===== config.mk =====
export PLATFORM = sky130hd
export DESIGN_NAME = mem_stage
export DESIGN_NICKNAME = d
export VERILOG_FILES = /design/src/rtl/mem_stage_pkg.sv /design/src/rtl/mem_lane_align.sv /design/src/rtl/mem_stage.sv
export SDC_FILE = /design/constraint.sdc
export NUM_CORES = 1
export LEC_CHECK = 0
export BUFFER_PORTS_ARGS = -buffer_cell sky130_fd_sc_hd__clkbuf_2
export CORE_MARGIN = 4
export CORE_UTILIZATION = 43
export DETAILED_ROUTE_END_ITERATION = 10
export PLACE_DENSITY = 0.71
export SLEW_MARGIN = 0
export SYNTH_ARGS = -nofsm -noshare
export SYNTH_HDL_FRONTEND = slang
export SYNTH_HIERARCHICAL = 1
export SYNTH_SLANG_ARGS = --single-unit

===== constraint.sdc =====
create_clock -name clk -period 3.75 [get_ports clk]
set_clock_uncertainty 0.1 [all_clocks]
set_input_delay 0.1875 -clock clk [delete_from_list [all_inputs] [get_ports clk]]
set_output_delay 0.1875 -clock clk [all_outputs]
set_load 0.005 [all_outputs]

===== src/rtl/mem_stage_pkg.sv =====
// Shared definitions for the memory-access stage: control-word bit
// positions of the memory ops, FSM encoding and memory-op decode.
package mem_stage_pkg;

    // Control-word bit positions of the memory-op flags (same as the decoder).
    localparam int CTRL_MEM_RDB = 8;
    localparam int CTRL_MEM_RDW = 9;
    localparam int CTRL_MEM_WRB = 10;
    localparam int CTRL_MEM_WRW = 11;

    typedef enum logic [2:0] {
        ST_IDLE  = 3'd0,
        ST_BEAT1 = 3'd1,
        ST_GAP   = 3'd2,
        ST_BEAT2 = 3'd3,
        ST_DONE  = 3'd4
    } state_e;

    typedef struct packed {
        logic is_mem;
        logic is_write;
        logic is_word;
    } mem_op_t;

    // Resolve the four op flags {wrw, wrb, rdw, rdb}: a write wins over a
    // read, and a word access wins over a byte access.
    function automatic mem_op_t decode_mem_op(input logic [3:0] bits);
        mem_op_t op;
        op = '0;
        if (bits[3] || bits[2]) begin
            op.is_mem   = 1'b1;
            op.is_write = 1'b1;
            op.is_word  = bits[3];
        end else if (bits[1] || bits[0]) begin
            op.is_mem   = 1'b1;
            op.is_write = 1'b0;
            op.is_word  = bits[1];
        end else begin
            op = '0;
        end
        return op;
    endfunction

endpackage


===== src/rtl/mem_lane_align.sv =====
// Byte-lane alignment for the 16-bit bus: byte enables and write-lane
// steering for the beat being issued, plus read-byte extraction for the
// beat currently on the bus.
module mem_lane_align (
    input  logic        addr0_i,   // bit 0 of the access start address
    input  logic        word_i,    // 1 = word access, 0 = byte access
    input  logic        beat_i,    // 0 = first beat, 1 = second beat of a split
    input  logic [15:0] wdata_i,   // unsteered store data
    input  logic        rd_odd_i,  // bit 0 of the address of the beat on the bus
    input  logic [15:0] rdata_i,   // raw bus read data
    output logic [1:0]  be_o,
    output logic [15:0] wdata_o,
    output logic [7:0]  rbyte_o
);

    // Byte enables and write-lane steering for the beat about to be issued.
    always_comb begin
        be_o    = 2'b00;
        wdata_o = 16'h0000;
        if (word_i && !addr0_i) begin
            be_o    = 2'b11;
            wdata_o = wdata_i;
        end else if (word_i && !beat_i) begin
            // Misaligned word, first beat: low byte goes to the odd lane.
            be_o    = 2'b10;
            wdata_o = {wdata_i[7:0], wdata_i[7:0]};
        end else if (word_i) begin
            // Misaligned word, second beat: high byte goes to the even lane.
            be_o    = 2'b01;
            wdata_o = {wdata_i[15:8], wdata_i[15:8]};
        end else begin
            be_o    = addr0_i ? 2'b10 : 2'b01;
            wdata_o = {wdata_i[7:0], wdata_i[7:0]};
        end
    end

    // Pick the byte lane addressed by the beat currently on the bus.
    always_comb begin
        rbyte_o = 8'h00;
        if (rd_odd_i) begin
            rbyte_o = rdata_i[15:8];
        end else begin
            rbyte_o = rdata_i[7:0];
        end
    end

endmodule


===== src/rtl/mem_stage.sv =====
// Memory-access stage: accepts an instruction from alu_stage, runs up to two
// req/ack bus beats for loads/stores (misaligned words split in two), and
// presents control word, PC and result to writeback with a one-cycle ready.
module mem_stage
    import mem_stage_pkg::*;
#(
    parameter int CTRL_W = 32,
    parameter int DATA_W = 16
) (
    input  logic              clk,
    input  logic              rst_n,
    input  logic              en,
    input  logic [CTRL_W-1:0] ctrl_in,
    input  logic [DATA_W-1:0] addr_in,
    input  logic [DATA_W-1:0] wdata_in,
    input  logic [DATA_W-1:0] pc_in,
    output logic              ready,
    output logic [CTRL_W-1:0] ctrl_out,
    output logic [DATA_W-1:0] pc_out,
    output logic [DATA_W-1:0] result_out,
    output logic              mem_req,
    output logic              mem_we,
    output logic [1:0]        mem_be,
    output logic [DATA_W-1:0] mem_addr,
    output logic [DATA_W-1:0] mem_wdata,
    input  logic              mem_ack,
    input  logic [DATA_W-1:0] mem_rdata
);

    state_e              state_q, state_d;
    logic [CTRL_W-1:0]   ctrl_q, ctrl_d;
    logic [DATA_W-1:0]   pc_q, pc_d;
    logic [DATA_W-1:0]   result_q, result_d;
    logic [DATA_W-1:0]   addr_q, addr_d;
    logic [DATA_W-1:0]   wdata_q, wdata_d;
    logic                is_write_q, is_write_d;
    logic                is_word_q, is_word_d;
    logic [7:0]          lo_q, lo_d;
    logic                ready_q, ready_d;
    logic                req_q, req_d;
    logic                we_q, we_d;
    logic [1:0]          be_q, be_d;
    logic [DATA_W-1:0]   maddr_q, maddr_d;
    logic [DATA_W-1:0]   mwdata_q, mwdata_d;

    mem_op_t             dec_s;
    logic                accept_s;
    logic                ack_s;
    logic                split_s;
    logic [1:0]          be_s;
    logic [DATA_W-1:0]   wlane_s;
    logic [7:0]          rbyte_s;
    logic [DATA_W-1:0]   final_s;

    assign dec_s    = decode_mem_op({ctrl_in[CTRL_MEM_WRW], ctrl_in[CTRL_MEM_WRB],
                                     ctrl_in[CTRL_MEM_RDW], ctrl_in[CTRL_MEM_RDB]});
    assign accept_s = (state_q == ST_IDLE) && en;
    assign ack_s    = mem_ack && req_q;   // acks with no request outstanding are dropped
    assign split_s  = is_word_q && addr_q[0];

    // Load result assembled from the beat(s); non-loads return the address.
    assign final_s  = is_write_q ? addr_q :
                      (is_word_q ? (split_s ? {rbyte_s, lo_q} : mem_rdata)
                                 : {8'h00, rbyte_s});

    mem_lane_align u_lane_align (
        .addr0_i  (addr_d[0]),
        .word_i   (is_word_d),
        .beat_i   (state_d == ST_BEAT2),
        .wdata_i  (wdata_d),
        .rd_odd_i (maddr_q[0]),
        .rdata_i  (mem_rdata),
        .be_o     (be_s),
        .wdata_o  (wlane_s),
        .rbyte_o  (rbyte_s)
    );

    // Next-state logic: transfer sequencing, input latching, result capture.
    always_comb begin
        state_d    = state_q;
        ctrl_d     = ctrl_q;
        pc_d       = pc_q;
        result_d   = result_q;
        addr_d     = addr_q;
        wdata_d    = wdata_q;
        is_write_d = is_write_q;
        is_word_d  = is_word_q;
        lo_d       = lo_q;
        case (state_q)
            ST_IDLE: begin
                if (accept_s) begin
                    ctrl_d     = ctrl_in;
                    pc_d       = pc_in;
                    addr_d     = addr_in;
                    wdata_d    = wdata_in;
                    is_write_d = dec_s.is_write;
                    is_word_d  = dec_s.is_word;
                    if (dec_s.is_mem) begin
                        state_d = ST_BEAT1;
                    end else begin
                        state_d  = ST_DONE;
                        result_d = addr_in;
                    end
                end else begin
                    state_d = ST_IDLE;
                end
            end
            ST_BEAT1: begin
                if (ack_s && split_s) begin
                    state_d = ST_GAP;
                    lo_d    = rbyte_s;
                end else if (ack_s) begin
                    state_d  = ST_DONE;
                    result_d = final_s;
                end else begin
                    state_d = ST_BEAT1;
                end
            end
            ST_GAP: begin
                state_d = ST_BEAT2;
            end
            ST_BEAT2: begin
                if (ack_s) begin
                    state_d  = ST_DONE;
                    result_d = final_s;
                end else begin
                    state_d = ST_BEAT2;
                end
            end
            ST_DONE: begin
                state_d = ST_IDLE;
            end
            default: begin
                state_d = ST_IDLE;
            end
        endcase
    end

    // Bus and handshake outputs for the coming cycle, so they leave flops.
    always_comb begin
        req_d    = (state_d == ST_BEAT1) || (state_d == ST_BEAT2);
        ready_d  = (state_d == ST_DONE);
        we_d     = req_d && is_write_d;
        be_d     = req_d ? be_s : 2'b00;
        mwdata_d = (req_d && is_write_d) ? wlane_s : 16'h0000;
        if (state_d == ST_BEAT1) begin
            maddr_d = addr_d;
        end else if (state_d == ST_BEAT2) begin
            maddr_d = addr_d + 16'd1;   // second beat wraps FFFF -> 0000
        end else begin
            maddr_d = 16'h0000;
        end
    end

    // State and output registers; reset drops any transfer in progress.
    always_ff @(posedge clk or negedge rst_n) begin
        if (!rst_n) begin
            state_q    <= ST_IDLE;
            ctrl_q     <= '0;
            pc_q       <= '0;
            result_q   <= '0;
            addr_q     <= '0;
            wdata_q    <= '0;
            is_write_q <= 1'b0;
            is_word_q  <= 1'b0;
            lo_q       <= 8'h00;
            ready_q    <= 1'b0;
            req_q      <= 1'b0;
            we_q       <= 1'b0;
            be_q       <= 2'b00;
            maddr_q    <= '0;
            mwdata_q   <= '0;
        end else begin
            state_q    <= state_d;
            ctrl_q     <= ctrl_d;
            pc_q       <= pc_d;
            result_q   <= result_d;
            addr_q     <= addr_d;
            wdata_q    <= wdata_d;
            is_write_q <= is_write_d;
            is_word_q  <= is_word_d;
            lo_q       <= lo_d;
            ready_q    <= ready_d;
            req_q      <= req_d;
            we_q       <= we_d;
            be_q       <= be_d;
            maddr_q    <= maddr_d;
            mwdata_q   <= mwdata_d;
        end
    end

    assign ready      = ready_q;
    assign ctrl_out   = ctrl_q;
    assign pc_out     = pc_q;
    assign result_out = result_q;
    assign mem_req    = req_q;
    assign mem_we     = we_q;
    assign mem_be     = be_q;
    assign mem_addr   = maddr_q;
    assign mem_wdata  = mwdata_q;

endmodule


== Word-level counts from Yosys, hierarchy flattened ==
Index checks and enable logic that the tools add are counted.

* Flip-flop bits (word level): 146
* Logic and storage cells: 78

* Add/subtract/negate cells: 1
* Equal/unequal tests: 9
* Mux-type cells: 36
* Reduce and logical (&&, ||, !) cells: 17

{| class="wikitable"
|+ Operators by type and width
! kind !! number
|-
| $mux 16 || 17
|-
| $pmux 16 s3 || 1
|-
| $mux 3 || 7
|-
| $add 16x1->16 const B || 1
|-
| $pmux 3 s4 || 1
|-
| $mux 2 || 5
|-
| $eq 3x2->1 const B || 3
|-
| $mux 8 || 1
|-
| $logic_and 1x1->1 || 7
|-
| $eq 3x1->1 const B || 2
|-
| $ne 2x2->1 const B || 3
|-
| $mux 1 || 4
|-
| $reduce_and 2->1 || 2
|-
| $reduce_and 4->1 || 1
|-
| $eq 3x3->1 const B || 1
|-
| $logic_not 3->1 || 1
|-
| $logic_or 1x1->1 || 3
|-
| $reduce_bool 3->1 || 1
|-
| $logic_not 1->1 || 2
|}

== Depth between registers and ports, before layout ==
Gate-level depths: netlist of run 1.

* Depth after elaboration: 12
* Mapped depth: 12
* Depth with buffers taken out: 8

== Hierarchy ==
Netlist of run 1, hierarchy kept.

{| class="wikitable"
|+ Modules (own cells, without submodules)
! module !! area an instance (sq um) !! instances !! cells each
|-
| mem_stage || 6287.3 || 1 || 644
|-
| mem_lane_align || 320.3 || 1 || 31
|}

== Least setup slack after synthesis of run 1 ==
No wires, ideal clock.

* Path type: reg-to-reg
* Start: register state_q[1]
* End: register mwdata_q[7] (netlist: mem_wdata[7])
* Slack: 932 ps
* Setup time: 120 ps
* Clock period less this slack: 2818 ps
* Required time: 3530 ps
* Path buffers: 3
* Cell stages (with the launch flop): 9
* Arrival time: 2598 ps
* Cell sequence: dfrtp_1 > buf_6 > or4b_1 > buf_2 > clkbuf_1 > o21ai_0 > nand3_2 > mux2_2 > and3_1

* Elaborated cells between the ends (all ways): 27
* Classes of those cells: eq/ne (5); mux (14); reduce/logical (8)

{| class="wikitable"
|+ RTL lines
! what !! line !! text
|-
| start, declared || mem_stage.sv:30 || <nowiki>state_e state_q, state_d;</nowiki>
|-
| start signal, assigned || mem_stage.sv:174 || <nowiki>state_q <= state_d;</nowiki>
|-
| $logic_not 3->1 (*) || mem_stage.sv:57, mem_stage.sv:89 ||
|-
| $logic_and 1x1->1 || mem_stage.sv:57 || <nowiki>assign accept_s = (state_q == ST_IDLE) && en;</nowiki>
|-
| $mux 1 || mem_stage.sv:91 || <nowiki>if (accept_s) begin</nowiki>
|-
| $mux 1 (*) || mem_stage.sv:89 || <nowiki>case (state_q)</nowiki>
|-
| net is_word_d || mem_stage.sv:37 || <nowiki>logic is_word_q, is_word_d;</nowiki>
|-
| $mux 16 or $logic_and 1x1->1 (tied branches) || mem_lane_align.sv:27, mem_lane_align.sv:23 ||
|-
| $mux 16 || mem_lane_align.sv:23 || <nowiki>end else if (word_i && !beat_i) begin</nowiki>
|-
| $mux 16 (*) || mem_lane_align.sv:20 || <nowiki>if (word_i && !addr0_i) begin</nowiki>
|-
| net wlane_s[7] || mem_stage.sv:51 || <nowiki>logic [DATA_W-1:0] wlane_s;</nowiki>
|-
| $mux 16 (*) || mem_stage.sv:145 || <nowiki>mwdata_d = (req_d && is_write_d) ? wlane_s : 16'h0000;</nowiki>
|-
| net mwdata_d[7] || mem_stage.sv:44 || <nowiki>logic [DATA_W-1:0] mwdata_q, mwdata_d;</nowiki>
|-
| end signal, assigned || mem_stage.sv:188 || <nowiki>mwdata_q <= mwdata_d;</nowiki>
|-
| end, declared || mem_stage.sv:44 ||
|}

The timed path passes the listed nets; every way through them passes the cells marked *.
A chain may end at the register's enable or synchronous reset.

== Final worst setup path of run 1 ==
* Start: register state_q[1]
* End: register mwdata_q[1] (netlist: mem_wdata[1])

The elaborated chain is that of the path after synthesis.

==> reports/qor.txt, run 1 <==
internal power summed over all cells: 4.69 mW
Cells after Synth: 675
max-slew violation total from the final report: 0
Gates resized, CTS repair: 0
CP Capture Type: register
flip-flop cell with the highest count after synthesis: sky130_fd_sc_hd__dfrtp_1
area of the die: 0.0174 sq mm
Leak: 4.78 nW
library cell with the highest instance count after synthesis: sky130_fd_sc_hd__nand2_1
first-pass GRT wire length: 30.0 mm
number of buffers inserted during clock tree synthesis: 17
Initial Utilization: 0.436
Congestion Overflow GR: 0
power share of the combinational group: 0.398
fraction of final layout cells with drive strength greater than 1: 0.304
pin slew with the least headroom to its limit: 0.895 ns
number of buffers on the longest clock path: 2
final non-filler cell total: 1134
Top Family by Delay on Critical Path: simple AND/OR/NAND/NOR gates
number of vias in the routed layout: 5762
final critical-path required period: 3.02 ns
Die Height: 132 microns
top cell type's share of synthesized area: 0.553
instance area at placement: 0.00774 sq mm
largest net degree at the start of global routing: 95
result of the run: finished, final reports clean
RSZ-0062 raised after global routing: no
Post-CTS Setup Bufs: 0
maximum clock frequency: 331 MHz
CTS root buffer: sky130_fd_sc_hd__clkbuf_16
startpoint of the worst hold path: addr_in[0]
total number of clock tree sinks: 146
worst supply voltage drop on vdd: 0.000377 V
final WL: 18.5 mm
buffers added on ports: 200
Slew Limit Headroom: 0.403
via density per instance: 5.08
count of boundary I/O pins: 201
finished layout cell area: 0.00908 sq mm
Flop pwr share: 0.372
highest-delay cell along the critical path: sky130_fd_sc_hd__or4b_4
ant diodes: 0
cell types occupying the most area after synthesis: sky130_fd_sc_hd__dfrtp_1 55%, sky130_fd_sc_hd__nand2_1 14%, sky130_fd_sc_hd__mux2_2 6.5%, sky130_fd_sc_hd__mux2i_1 3.3%, sky130_fd_sc_hd__a211oi_1 1.9%
FF-to-FF setup slack: 0.73 ns
largest stage delay on the critical path: 0.69 ns
count of H-tree levels built during CTS: 4
overall track demand over capacity in global routing: 0.214
dominant cell type by area after synthesis: sky130_fd_sc_hd__dfrtp_1
Iter 0 DRT Violations: 317
class of the worst hold path: in2reg
type of origin of the critical path: register
max_cap viols: 0
die extent in x: 132 microns
fraction of registers with async set or reset after synthesis: 1.00
clock slew at the register clock pins of the worst setup and hold paths: 0.06 ns
Crit Path Category: reg2reg
HPWL after detailed placement: 12.2 mm
number of hold-repair buffers added at the cts stage: 73
Skew-Pair Late Insertion Delay: 0.42 ns
average wire length per cell after detail routing: 16.3 microns
Mean Syn Cell Area: 9.79 sq um
core area: 0.0151 sq mm
EDFF count, synth: 0
CTS tree: yes
hold violation total from the final report: 0
Yosys cell types: 48
Worst Path Max Fanout: 65
Data required, critical path: 3.96 ns
placed cell count: 1031
Clk pwr share: 0.231
DRT antenna net count: 0
final net count: 1036
# rows: 45
initial antenna violation count: 1
startpoint of the worst-slack reg-to-reg timing path: state_q[1]
Setup TNS: 0 ns
final core utilization: 0.599
DRC Markers: 0
WP data arrival: 3.23 ns
total setup violations reported at the end of the flow: 0
power density over cell area: 826 mW/mm^2
net count after synthesis: 776
GPL Wtd Cong: 0.850
worst path bufs/invs: 1
number of global-route vias before repair: 5767
first-pass iteration count of the detailed router: 4
sequential share of the synthesized area: 0.553
Post-Synthesis Cell Area: 0.00661 sq mm
count of state elements after synthesis: 146
cell chain of the critical path: or4b_4 > buf_4 > nand2_1 > o21ai_0 > nand3_2 > mux2_2 > and3_1
final hold slack: 0.0230 ns
Warnings, synthesis: 6
Worst Setup SP: state_q[1]
share of the clock period used by the worst path after layout: 0.805
cell types with the highest counts after synthesis: 249 x sky130_fd_sc_hd__nand2_1, 146 x sky130_fd_sc_hd__dfrtp_1, 38 x sky130_fd_sc_hd__mux2_2
switching portion of total power: 0.374
layout overhead on the synthesized area: 37.4%
power dissipated by switching net loads: 2.80 mW
## worst min-delay path, delay by kind of cell
kind	cells	cell delay [ns]
compound gates	2	0.19
buf+inv	1	0.11
## placed cells by master (no fill, tap or decap), types with 5 or more instances in the layout
| master | instances |
|---|---|
| sky130_fd_sc_hd__nand3_1 | 10 |
| sky130_fd_sc_hd__o21ai_0 | 22 |
| sky130_fd_sc_hd__mux2i_1 | 22 |
| sky130_fd_sc_hd__mux2_2 | 38 |
| sky130_fd_sc_hd__buf_4 | 7 |
| sky130_fd_sc_hd__and2_1 | 5 |
| sky130_fd_sc_hd__inv_1 | 11 |
| sky130_fd_sc_hd__and3_1 | 20 |
| sky130_fd_sc_hd__clkbuf_2 | 199 |
| sky130_fd_sc_hd__o211ai_1 | 8 |
| sky130_fd_sc_hd__xnor2_1 | 5 |
| sky130_fd_sc_hd__dlygate4sd3_1 | 73 |
| sky130_fd_sc_hd__nor2_1 | 22 |
| sky130_fd_sc_hd__o31ai_1 | 8 |
| sky130_fd_sc_hd__a31oi_1 | 5 |
| sky130_fd_sc_hd__and4_1 | 6 |
| sky130_fd_sc_hd__a211oi_1 | 17 |
| sky130_fd_sc_hd__a21oi_1 | 7 |
| sky130_fd_sc_hd__clkbuf_16 | 17 |
| sky130_fd_sc_hd__nand2_1 | 249 |
| sky130_fd_sc_hd__dfrtp_1 | 146 |
## kinds of logic after synthesis
| group | Yosys count | synth area share |
|---|---|---|
| AO/OA/AOI/OAI | 78 | 0.0841 |
| XOR/XNOR | 5 | 0.00663 |
| adder cells (fa/ha/maj) | 1 | 0.00189 |
| buffers and inverters | 51 | 0.0347 |
| flip-flops | 146 | 0.553 |
| multiplexers | 60 | 0.0981 |
| AND/OR/NAND/NOR | 334 | 0.222 |
## through the flow
stage          total power, mW  worst slack, ns
2_1_floorplan             4.57            0.932
5_1_grt                   8.05            0.552
4_1_cts                   7.53            0.724
3_3_place_gp              5.65            0.783
3_5_place_dp              5.71            0.733
6_report                  7.50            0.730
## layout make-up
cell class,count,area [sq um]
clock inverters,9,131
clock buffers,21,470
well taps,188,235
fillers,1277,6070
inverters,11,41.3
multi-input cells,478,2740
flip-flops and latches,146,3650
repair buffers,281,1810
## path summary, 6_finish.rpt
| path | to | cells past startpoint |
|---|---|---|
| setup / recovery | mem_wdata[1] | 7 |
| hold / removal | result_out[0] | 3 |
| max in group asynchronous | lo_q[6] | 3 |
| setup reg to reg | mem_wdata[1] | 7 |
| min in group asynchronous | lo_q[4] | 2 |
| hold reg to reg | ctrl_out[5] | 2 |
## registers in the layout, summed over array words and instances (netlist names), 2 cells and up
name and cells:
lo_q 8, ctrl_out 32, mem_wdata 16, wdata_q 16, mem_addr 16, pc_out 16
mem_be 2, result_out 16, addr_q 16, state_q 3
## routing by layer
layer,GRT usage,share of wire,vias to the layer above
met3,0.0588,0.063,42
met2,0.334,0.48,193
met5,0,0.00060,-
li1,-,-,2793
met1,0.280,0.43,2732
met4,0.0992,0.032,2
## power groups by stage
| stage | clock (mW) | sequential, mW | combinational (mW) |
|---|---|---|---|
| 2_1_floorplan | 0 | 2.68 | 1.90 |
| 3_3_place_gp | 0 | 2.80 | 2.85 |
| 3_5_place_dp | 0 | 2.80 | 2.91 |
| 4_1_cts | 1.76 | 2.79 | 2.98 |
| 5_1_grt | 1.83 | 2.88 | 3.34 |
| 6_report | 1.73 | 2.78 | 2.98 |
No activity file was read; power rests on OpenSTA's default activity.
==> run 2, diff against run 1 <==
ABC_AREA = 1   (was not set)
PLACE_DENSITY = 0.7   (was 0.71)
clock period = 2.87 ns   (was 3.75 ns; I/O delays follow)
==> run 2 against run 1 <==
Cell count rose by 23%. Power up 42%. Clock power up 21%. Combinational power up 66%. Design area grew 4.8%. Largest power group unchanged. Highest routed layer unchanged.
==> reports/qor.txt, run 2 <==
Post-CTS Setup Bufs: 0
power density over cell area: 1120 mW/mm^2
worst slack after detailed placement: 0.323 ns
Post-Synthesis Cell Area: 0.00697 sq mm
maximum clock frequency: 387 MHz
fraction of final layout cells with drive strength greater than 1: 0.242
worst supply voltage drop on vdd: 0.000652 V
top cell type's share of synthesized area: 0.524
total number of clock tree sinks: 146
first-pass GRT wire length: 33.1 mm
RSZ-0062 raised after global routing: no
first-pass iteration count of the detailed router: 5
least setup slack across all paths after layout: 0.285 ns
Setup TNS: 0 ns
largest stage delay on the critical path: 0.41 ns
final hold slack: 0.0785 ns
EDFF count, synth: 0
CTS tree: yes
CTS root buffer: sky130_fd_sc_hd__clkbuf_16
class of the worst hold path: in2reg
total of fill cells in the finished design: 1428
overall track demand over capacity in global routing: 0.229
HPWL after detailed placement: 14.4 mm
buffers added on ports: 200
highest-delay cell along the critical path: sky130_fd_sc_hd__dfrtp_1
core area: 0.0159 sq mm
final net count: 1266
instance area at placement: 0.00817 sq mm
Skew-Pair Late Insertion Delay: 0.42 ns
flip-flop cell with the highest count after synthesis: sky130_fd_sc_hd__dfrtp_1
fraction of registers with async set or reset after synthesis: 1.00
Data required, critical path: 3.11 ns
final critical-path required period: 2.58 ns
final WL: 20.5 mm
sequential share of the synthesized area: 0.524
number of hold-repair buffers added at the cts stage: 78
number of vias in the routed layout: 6683
ant diodes: 0
top library cells by usage in the layout, fill and taps aside: 335 x sky130_fd_sc_hd__nand2_1, 199 x sky130_fd_sc_hd__clkbuf_2, 146 x sky130_fd_sc_hd__dfrtp_1
die extent in x: 135 microns
total setup violations reported at the end of the flow: 0
cell types with the highest counts after synthesis: 335 x sky130_fd_sc_hd__nand2_1, 146 x sky130_fd_sc_hd__dfrtp_1, 109 x sky130_fd_sc_hd__inv_1
number of buffers on the longest clock path: 2
count of boundary I/O pins: 201
layout overhead on the synthesized area: 36.5%
result of the run: finished, final reports clean
WP data arrival: 2.83 ns
clock slew at the register clock pins of the worst setup and hold paths: 0.06 ns
Slew Limit Headroom: 0.524
number of buffers inserted during clock tree synthesis: 17
net count after synthesis: 994
DRC Markers: 0
initial antenna violation count: 1
Iter 0 DRT Violations: 611
Cells after Synth: 893
finished layout cell area: 0.00951 sq mm
via density per instance: 4.79
GPL Wtd Cong: 0.936
# rows: 46
Yosys cell types: 36
Warnings, synthesis: 6
Worst Path Max Fanout: 23
Leak: 5.26 nW
share of the clock period used by the worst path after layout: 0.901
Die Height: 135 microns
count of H-tree levels built during CTS: 4
dominant cell type by area after synthesis: sky130_fd_sc_hd__dfrtp_1
Crit Path Category: reg2reg
CP Capture Type: register
most frequent standard cell in the layout excluding fill and tap cells: sky130_fd_sc_hd__nand2_1
max_cap viols: 0
largest net degree at the start of global routing: 78
max-slew violation total from the final report: 0
Initial Utilization: 0.439
area of the multi-input gates: 0.00268 sq mm
cell types occupying the most area after synthesis: sky130_fd_sc_hd__dfrtp_1 52%, sky130_fd_sc_hd__nand2_1 18%, sky130_fd_sc_hd__inv_1 5.9%, sky130_fd_sc_hd__o21ai_0 4.0%, sky130_fd_sc_hd__nor2_1 3.7%
cell chain of the critical path: nor2_4 > nand3_4 > o21ai_4 > inv_1 > nand2_2 > nand2_2 > nor2_1
pin slew with the least headroom to its limit: 0.714 ns
type of origin of the critical path: register
count of state elements after synthesis: 146
area of the die: 0.0183 sq mm
max FFs per register: 32
number of global-route vias before repair: 6603
cell type with the highest occurrence count on the critical path: sky130_fd_sc_hd__nand2_2
average wire length per cell after detail routing: 14.7 microns
library cell with the highest instance count after synthesis: sky130_fd_sc_hd__nand2_1
Mean Syn Cell Area: 7.80 sq um
Congestion Overflow GR: 0
Gates resized, CTS repair: 0
DRT antenna net count: 0
FF-to-FF setup slack: 0.29 ns
hold violation total from the final report: 0
footprint of the flip-flops and latches: 0.00365 sq mm
-- run 2: changes by cell type in the layout (fill, tap and decap cells not counted), sizes merged, moves of 25 or more --
| cell | previous run | this run |
|---|---|---|
| o21ai | 23 | 62 |
| nor2 | 22 | 74 |
| mux2 | 38 | 5 |
| nand3 | 11 | 36 |
| nand2 | 249 | 353 |
| inv | 11 | 118 |
-- run 2: through the flow --
stage	std cells	power, mW	util
2_1_floorplan	893	6.71	-
5_1_grt	1394	11.5	0.599
3_3_place_gp	1284	8.36	0.514
4_1_cts	1394	10.7	0.599
3_5_place_dp	1284	8.43	0.514
6_report	1394	10.6	0.599
-- run 2: worst max-delay path: cells and delay by family, from the launching register on --
kind | cells | cell delay, ns
AOI/OAI and AO/OA | 1 | 0.40
buffers and inverters | 1 | 0.25
and+or+nand+nor | 5 | 1.32
DFF | 1 | 0.41
-- run 2: worst paths after layout --
path | endpoint | from | cells past startpoint
max | mem_wdata[5] | state_q[2] | 7
min | lo_q[6] | mem_rdata[6] | 5
max reg2reg | mem_wdata[5] | state_q[2] | 7
min reg2reg | pc_out[13] | pc_out[13] | 2
max in group asynchronous | mem_wdata[11] | rst_n | 3
min in group asynchronous | lo_q[6] | rst_n | 2
-- run 2: cells by family after synthesis --
kind of cell / after synthesis / share of synthesized area
compound gates: 104 / 0.0867
xor+xnor: 1 / 0.00126
fa+ha+maj: 1 / 0.00180
buf+inv: 155 / 0.0911
flops: 146 / 0.524
mux: 5 / 0.00808
simple gates: 481 / 0.287
-- run 2: power breakdown --
part	leakage, nW	internal [mW]	switching (mW)	total, mW
Sequential	1.81	3.04	0.526	3.57
Combinational	3.18	1.77	3.19	4.96
Clock	0.274	1.20	0.900	2.10
-- run 2: layer usage --
layer / GRT usage / share of wire / wire (microns)
met4: 0.0733 / 0.021 / 436
met1: 0.299 / 0.43 / 8770
met3: 0.0583 / 0.073 / 1500
met5: 0 / 0.00039 / 8
met2: 0.375 / 0.48 / 9770
-- run 2: layout make-up --
| class | instances | share of cell area |
|---|---|---|
| Sequential cell | 146 | 0.384 |
| Timing Repair Buffer | 292 | 0.200 |
| Inverter | 116 | 0.0466 |
| Multi-Input combinational cell | 592 | 0.282 |
| Clock inverter | 15 | 0.0142 |
| Tap cell | 216 | 0.0284 |
| Clock buffer | 17 | 0.0447 |
==> run 3, diff against run 2 <==
REMOVE_ABC_BUFFERS = 1   (was not set)
==> run 3 against run 2 <==
Count of clock-buffer cells in the layout increased by 3. Design area grew 0.67%. First-iteration DRC count decreased by 24%. Flip-flop and latch count stayed put. Hold slack got worse by 0.015 ns. Utilization increased by 0.40 points. Sequential share of layout area decreased by 0.26 points. Global-route usage up 0.12 points. Critical endpoint is now mem_wdata[13]. Largest cell class unchanged. Highest routed layer is now met4.
==> reports/qor.txt, run 3 (synthesized netlist as in run 2, its figures left out) <==
CTS tree: yes
post-route total power: 10.8 mW
clock slew at the register clock pins of the worst setup and hold paths: 0.06 ns
number of global-route vias before repair: 6700
largest stage delay on the critical path: 0.40 ns
Die Height: 135 microns
Worst Path Max Fanout: 35
type of origin of the critical path: register
max FFs per register: 32
most frequent standard cell in the layout excluding fill and tap cells: sky130_fd_sc_hd__nand2_1
HPWL after detailed placement: 14.0 mm
first-pass GRT wire length: 33.5 mm
Iter 0 DRT Violations: 462
largest net degree at the start of global routing: 67
GPL Wtd Cong: 0.902
Skew-Pair Late Insertion Delay: 0.42 ns
number of buffers on the longest clock path: 2
top library cells by usage in the layout, fill and taps aside: 335 x sky130_fd_sc_hd__nand2_1, 199 x sky130_fd_sc_hd__clkbuf_2, 146 x sky130_fd_sc_hd__dfrtp_1
overall track demand over capacity in global routing: 0.230
cell type with the highest occurrence count on the critical path: sky130_fd_sc_hd__nand2_2
RSZ-0062 raised after global routing: no
Top Family by Delay on Critical Path: simple AND/OR/NAND/NOR gates
class of the worst hold path: in2reg
Crit Path Category: reg2reg
maximum clock frequency: 395 MHz
CTS root buffer: sky130_fd_sc_hd__clkbuf_16
ant diodes: 0
DRC Markers: 0
worst path bufs/invs: 3
CP Capture Type: register
total number of clock tree sinks: 146
highest-delay cell along the critical path: sky130_fd_sc_hd__dfrtp_1
count of boundary I/O pins: 201
core area: 0.0159 sq mm
area of the die: 0.0183 sq mm
final net count: 1267
die extent in x: 135 microns
Data required, critical path: 3.11 ns
max_cap viols: 0
initial antenna violation count: 0
final critical-path required period: 2.53 ns
first-pass iteration count of the detailed router: 5
pin slew with the least headroom to its limit: 0.747 ns
placed cell count: 1285
cell chain of the critical path: inv_2 > nand3_4 > buf_4 > o21ai_4 > inv_1 > nand2_2 > nand2_2 > nor2_1
final non-filler cell total: 1395
total of fill cells in the finished design: 1393
count of H-tree levels built during CTS: 4
WP data arrival: 2.78 ns
number of buffers inserted during clock tree synthesis: 17
worst supply voltage drop on vdd: 0.000581 V
Post-CTS Setup Bufs: 0
average wire length per cell after detail routing: 14.8 microns
Leak: 5.27 nW
Congestion Overflow GR: 0
share of the clock period used by the worst path after layout: 0.883
# rows: 46
number of vias in the routed layout: 6759
power density over cell area: 1130 mW/mm^2
Initial Utilization: 0.439
Setup TNS: 0 ns
max-slew violation total from the final report: 0
total setup violations reported at the end of the flow: 0
result of the run: finished, final reports clean
Slew Limit Headroom: 0.500
final core utilization: 0.603
fraction of final layout cells with drive strength greater than 1: 0.242
DRT antenna net count: 0
final WL: 20.6 mm
hold violation total from the final report: 0
via density per instance: 4.85
buffers added on ports: 200
layout overhead on the synthesized area: 37.4%
[run 3: per-stage QoR]
| step | hold slack [ns] | cell area [sq um] | worst slack (ns) |
|---|---|---|---|
| after global routing | 0.0844 | 9580 | 0.177 |
| after floorplan | -0.252 | 6780 | -0.851 |
| final | 0.0638 | 9580 | 0.337 |
| after global placement | 0.0913 | 8180 | 0.261 |
| after detailed placement | 0.0880 | 8180 | 0.241 |
| after CTS | 0.0340 | 9560 | 0.237 |
[run 3: power by group]
part | leakage (nW) | switching [mW] | internal (mW) | total (mW)
Clock | 0.283 | 0.865 | 1.39 | 2.26
Combinational | 3.18 | 3.26 | 1.79 | 5.05
Sequential | 1.81 | 0.494 | 3.04 | 3.54
[run 3: final timing paths]
| check | start | end | slack, ns | cells after the start |
|---|---|---|---|---|
| setup reg to reg | state_q[1] | mem_wdata[13] | 0.34 | 8 |
| hold reg to reg | ctrl_out[14] | ctrl_out[14] | 0.38 | 2 |
| min in group asynchronous | rst_n | result_out[11] | 0.20 | 2 |
| max in group asynchronous | rst_n | ctrl_out[25] | 1.74 | 3 |
| setup / recovery | state_q[1] | mem_wdata[13] | 0.34 | 8 |
| hold / removal | en | ctrl_out[9] | 0.06 | 5 |
[run 3: per-layer routing]
metal / part of all wire / global-route usage / vias to the layer above / wire length [microns]
li1: - / - / 3317 / -
met1: 0.42 / 0.290 / 3131 / 8580
met2: 0.48 / 0.387 / 276 / 9950
met3: 0.080 / 0.0598 / 35 / 1650
met4: 0.021 / 0.0767 / 0 / 433
met5: 0 / 0 / - / 0
[run 3: layout make-up]
type	instances	area, sq um	share of cell area
sequential	146	3650	0.382
multi-input combinational	592	2690	0.281
timing repair buffer	293	1910	0.200
clock buffer	20	447	0.0466
inverter	116	443	0.0463
tap	216	270	0.0282
clock inverter	12	156	0.0163
[run 3: tightest hold or removal path: cells and delay by family]
| family | cells | cell delay, ns |
|---|---|---|
| AND/OR/NAND/NOR | 3 | 0.24 |
| buffers and inverters | 2 | 0.16 |
[run 3: what timing repair did]
item / CTS / global route
hold endpoints to repair: 141 / 0
hold buffers: 78 / 0
setup endpoints to repair: 0 / 14
resized for setup: 0 / 2
